## config.mk

```make
export PLATFORM = sky130hd
export DESIGN_NAME = imem_load_arb
export DESIGN_NICKNAME = d
export VERILOG_FILES = /design/src/rtl/imem_load_arb.sv
export SDC_FILE = /design/constraint.sdc
export NUM_CORES = 1
export LEC_CHECK = 0
export ABC_AREA = 1
export BUFFER_PORTS_ARGS = -buffer_cell sky130_fd_sc_hd__buf_2
export CORE_ASPECT_RATIO = 1.5
export CORE_UTILIZATION = 47
export CTS_BUF_LIST = sky130_fd_sc_hd__clkbuf_8
export CTS_CLUSTER_DIAMETER = 200
export DETAILED_ROUTE_END_ITERATION = 8
export GPL_TIMING_DRIVEN = 0
export PLACE_DENSITY_LB_ADDON = 0.08
export SYNTH_ARGS = -nofsm -noshare
export SYNTH_HDL_FRONTEND = slang
export SYNTH_SLANG_ARGS = --single-unit
```

## constraint.sdc

```tcl
create_clock -name clk -period 1.5 [get_ports clk]
set_clock_uncertainty 0.05 [all_clocks]
set_input_delay 0.15 -clock clk [delete_from_list [all_inputs] [get_ports clk]]
set_output_delay 0.15 -clock clk [all_outputs]
set_load 0.02 [all_outputs]
```

## src/rtl/imem_load_arb.sv

```systemverilog
// imem_load_arb: instruction-memory port arbiter and byte-serial program loader.
// Shares the single 256x16 memory port between fetch (read) and the loader (write).
//
// Parameters:
//   BOOT_LOAD    1 = come out of reset in LOAD_HI with the CPU stalled.
// Ports:
//   clk, rst_n   clock, async active-low reset
//   cpu_addr     fetch address in; cpu_q instruction out; cpu_stall freezes fetch
//   load_start   one-cycle session request (honoured only in RUN)
//   ld_data      loader byte in; qualified by ld_valid and ld_ready
//   ld_last      final-byte flag, sampled with a low byte
//   load_done    one-cycle pulse at session end
//   words_loaded word count of the last session (0..256)
//   load_sum     16-bit additive checksum of written words
//   mem_*        memory address, write data, write enable, async read data
// Build option: define IMEM_CHECKSUM_EN to build the load_sum accumulator;
// otherwise load_sum reads 16'h0000.
module imem_load_arb #(
  parameter bit BOOT_LOAD = 1'b0
) (
  input  logic        clk,
  input  logic        rst_n,
  input  logic [7:0]  cpu_addr,
  output logic [15:0] cpu_q,
  output logic        cpu_stall,
  input  logic        load_start,
  input  logic [7:0]  ld_data,
  input  logic        ld_valid,
  output logic        ld_ready,
  input  logic        ld_last,
  output logic        load_done,
  output logic [8:0]  words_loaded,
  output logic [15:0] load_sum,
  output logic [7:0]  mem_addr,
  output logic [15:0] mem_wdata,
  output logic        mem_we,
  input  logic [15:0] mem_q
);

  typedef enum logic [2:0] {
    RUN     = 3'd0,
    LOAD_HI = 3'd1,
    LOAD_LO = 3'd2,
    WRITE   = 3'd3,
    FLUSH   = 3'd4
  } state_t;

  localparam state_t RST_STATE = BOOT_LOAD ? LOAD_HI : RUN;

  state_t     state;
  logic [7:0] wr_ptr;
  logic [7:0] hi;
  logic [7:0] lo;
  logic       last_q;

  always_ff @(posedge clk or negedge rst_n) begin
    if (!rst_n) begin
      state        <= RST_STATE;
      wr_ptr       <= 8'd0;
      words_loaded <= 9'd0;
      hi           <= 8'd0;
      lo           <= 8'd0;
      last_q       <= 1'b0;
    end else begin
      unique case (state)
        RUN: begin
          if (load_start) begin
            state        <= LOAD_HI;
            wr_ptr       <= 8'd0;
            words_loaded <= 9'd0;
            last_q       <= 1'b0;
          end
        end
        LOAD_HI: begin
          if (ld_valid) begin
            hi    <= ld_data;
            state <= LOAD_LO;
          end
        end
        LOAD_LO: begin
          if (ld_valid) begin
            lo     <= ld_data;
            last_q <= ld_last;
            state  <= WRITE;
          end
        end
        WRITE: begin
          wr_ptr       <= wr_ptr + 8'd1;
          words_loaded <= words_loaded + 9'd1;
          // wr_ptr == 255 means the word just written filled the memory
          if (last_q || (wr_ptr == 8'hFF)) begin
            state <= FLUSH;
          end else begin
            state  <= LOAD_HI;
            last_q <= 1'b0;
          end
        end
        FLUSH: state <= RUN;
        default: state <= RUN;
      endcase
    end
  end

`ifdef IMEM_CHECKSUM_EN
  always_ff @(posedge clk or negedge rst_n) begin
    if (!rst_n) begin
      load_sum <= 16'h0000;
    end else if ((state == RUN) && load_start) begin
      load_sum <= 16'h0000;
    end else if (state == WRITE) begin
      load_sum <= load_sum + {hi, lo};
    end
  end
`else
  assign load_sum = 16'h0000;
`endif

  // Outputs decode straight from the state register.
  assign cpu_stall = (state != RUN);
  assign ld_ready  = (state == LOAD_HI) || (state == LOAD_LO);
  assign mem_we    = (state == WRITE);
  assign load_done = (state == FLUSH);
  assign mem_addr  = (state == WRITE) ? wr_ptr : cpu_addr;
  assign mem_wdata = {hi, lo};
  assign cpu_q     = mem_q;

endmodule

```

==> key figures <==
Placement
  – Area after DPL: ~2600 µm²
  – Placed Cells: ~400
  – Gpl congestion: between 0.8 and 0.9
  – Port bufs: 73
  – DP HPWL: about 3500 µm

Global route
  – Vias in the first global route: 1944
  – Met2 usage: around two fifths
  – Most Crowded Layer GR: met2
  – GRT met1 Usage: 21.1%
  – GR Util met3: between 5 and 6%
  – First-pass GRT wire length: ~7900 µm
  – Initial antenna violation count: 0
  – Largest net degree at the start of global routing: 38
  – Total grt overflow: 0
  – Gr usage total: between 20% and 30%

Clocking
  – CTS tree: built
  – Sink Count: 37
  – Depth of the CTS H-tree: 2
  – CTS Root Cell: clkbuf_8
  – Clk slew on worst S/H paths: about 0.070 ns
  – CTS Buffer Depth: 2
  – Clk_lat worst skew: roughly 0.28 ns
  – TritonCTS buffer count: 5

Hold path
  – HP Class: in2reg
  – Hold Startpoint: ld_data[5]
  – Min-Delay Path Depth: 3
  – Hold EP: lo[5]$_DFFE_PN0P_

Setup path
  – RR Startpoint: state[2]$_DFFE_PN0P_
  – Critical Path Start: state[2]$_DFFE_PN0P_
  – CP required: between 1 and 1.5 ns
  – Worst Reg2Reg Path Length in Cells: 5
  – CP Capture Type: primary output
  – Worst R2R Setup Slack: -0.06 ns
  – CP max FO: 6
  – Reg2reg end: wr_ptr[1]$_DFFE_PN0P_
  – Nature of the critical path startpoint: register
  – Data arrival, critical path: ~1.5 ns
  – WS Path Type: reg2out

STA
  – Tcrit/Tclk final: 112%
  – Setup TNS: -1.67 ns
  – Least-Margin Pin Slew: 0.809 ns
  – Unrepaired setup endpoints after global routing: yes
  – Final setup vio count: 18
  – Final Hold Fails: 0
  – Fmax: 597 MHz
  – Max Transition Viols Final: 0
  – Hold Slack: around 0.078 ns
  – Setup ws final: -0.175 ns
  – Period minus WS final: around 1.7 ns
  – Slew margin rel.: a little under half

Routing
  – Antenna Violating Nets Remaining: 0
  – Vias: 2033
  – First drt pass iteration count: 6
  – # DRC: 10
  – Per-cell routed wire length: 11.7 µm
  – DRT Wirelength: 5000 µm
  – Vias/cell: 4.75
  – 1st-iter DRT viols: 56

Die
  – Die H: 84.1 µm
  – # IOs: 106
  – Core area: 4280 µm²
  – Initial Utilization: slightly below 50%
  – Cell Rows: 29
  – Die area: between 4000 and 5000 µm²
  – Die W: 56.7 µm

Yosys
  – Number of synthesized flops with an enable pin: 0
  – Warnings from Yosys: 0
  – Main area contributors after synthesis: dfrtp_1 44%, nand2_1 13%, buf_4 12%, o21ai_0 7.1%, inv_1 6.0%
  – Post-synthesis sequential area ratio: 43.8%
  – Main synth FF type: dfrtp_1
  – Area share of the largest cell type after synthesis: around 44%
  – Mapped Cells: 270
  – Async set-reset flop share out of synthesis: between 90% and 100%
  – Synth top cells by count: 71 x nand2_1, 37 x dfrtp_1, 34 x buf_4, 34 x inv_1, 30 x o21ai_0
  – Count leader, synth: nand2_1
  – Synth Cell Area: between 2000 and 2500 µm²
  – Synth cell types: 25
  – Yosys top cell by area: dfrtp_1
  – Syn avg cell area: ~7.8 µm²
  – Yosys reg bits: 37

Layout
  – Layout cells sized above 1: between 40% and 50%
  – N_diodes: 0
  – Nets: ~420
  – Final std cells w/o fill: roughly 430
  – Synthesis-to-layout area growth: 40.6%
  – Final Instance Area: between 2000 and 3000 µm²
  – Final core utilization: a little over two thirds

Run status
  – Status: finished, violations left
  – Failing checks: design-rule violations, negative setup slack

Power
  – Leakage: 1.71 nW
  – PwrDens: 1500 nW/µm²
  – Worst IR Drop VDD: between 0.001 and 0.0015 V

Run
  – Max Cap Violations: 0
==> registers in the layout (all words and copies together) (netlist names) <==
register	count
state	3
words_loaded	9
hi	8
last_q	1
wr_ptr	8
lo	8
==> layer usage <==
metal / wire length [µm] / part of all wire [%]
met5: 0 / 0
met4: 103 / 2.1
met3: 281 / 5.6
met2: 2760 / 55
met1: 1850 / 37
==> kinds of logic (layout without fill, tap and decap cells) <==
kind of cell	count (synthesis)	after routing	synth area share (%)
adder cells (fa/ha/maj)	2	2	1.18
flip-flops	37	37	43.8
AO/OA/AOI/OAI	43	43	10.6
other	1	16	0.178
AND/OR/NAND/NOR	114	114	24.3
buffers and inverters	73	170	19.8
==> stage by stage <==
stage          setup slack [ns]  power (mW)
4_1_cts                  -0.148        4.34
3_3_place_gp             0.0257        3.29
5_1_grt                  -0.235        4.75
2_1_floorplan            0.0579        2.74
6_report                 -0.175        4.45
3_5_place_dp             0.0237        3.33
==> report_power, final <==
group / internal (mW) / leakage, nW / switching (mW) / total (mW)
Sequential: 1.29 / 0.483 / 0.190 / 1.48
Clock: 0.358 / 0.0485 / 0.328 / 0.686
Combinational: 0.929 / 1.17 / 1.35 / 2.28
==> what timing repair did <==
action	in CTS	in global routing
endpoints found under the hold margin	37	0
pin swaps	2	4
resized for setup	33	13
setup buffers	8	7
gates cloned	1	0
hold buffers	1	0
setup endpoints to repair	9	33
==> how the worst max path moves through the flow <==
stage	endpoint	cells after the start
global placement	mem_addr[0]	7
CTS	mem_addr[4]	7
finish	mem_addr[2]	6
global route	mem_addr[2]	6
floorplan	mem_addr[0]	6
detailed placement	mem_addr[0]	7
==> final cells by class <==
cell class	instances	area, µm²
buffer	38	299
fill	384	1310
timing repair buffer	90	574
multi-input combinational	175	893
sequential	37	928
clock inverter	1	3.75
tap	46	57.6
inverter	35	131
clock buffer	6	82.6
==> layout by cell type, fill, tap and decap left out, types with 3 or more instances in the layout <==
master    count
buf_2        65
buf_4        49
buf_6        10
clkbuf_8      6
conb_1       16
dfrtp_1      35
inv_1        34
nand2_1      63
nand2_2       7
nand3_1      14
nand3_2       3
nand4_1       4
nor2_1       11
nor2_4        3
nor3_1        3
o21ai_0      30
o21ai_2       5
==> critical path, stage by stage (launching register included) <==
cell     delay (ns)
dfrtp_2        0.44
nor2_4         0.13
nand2_2        0.07
buf_8          0.15
buf_8          0.13
o21ai_2        0.13
buf_6          0.13
Note: power is estimated with default switching activity, not from simulation.
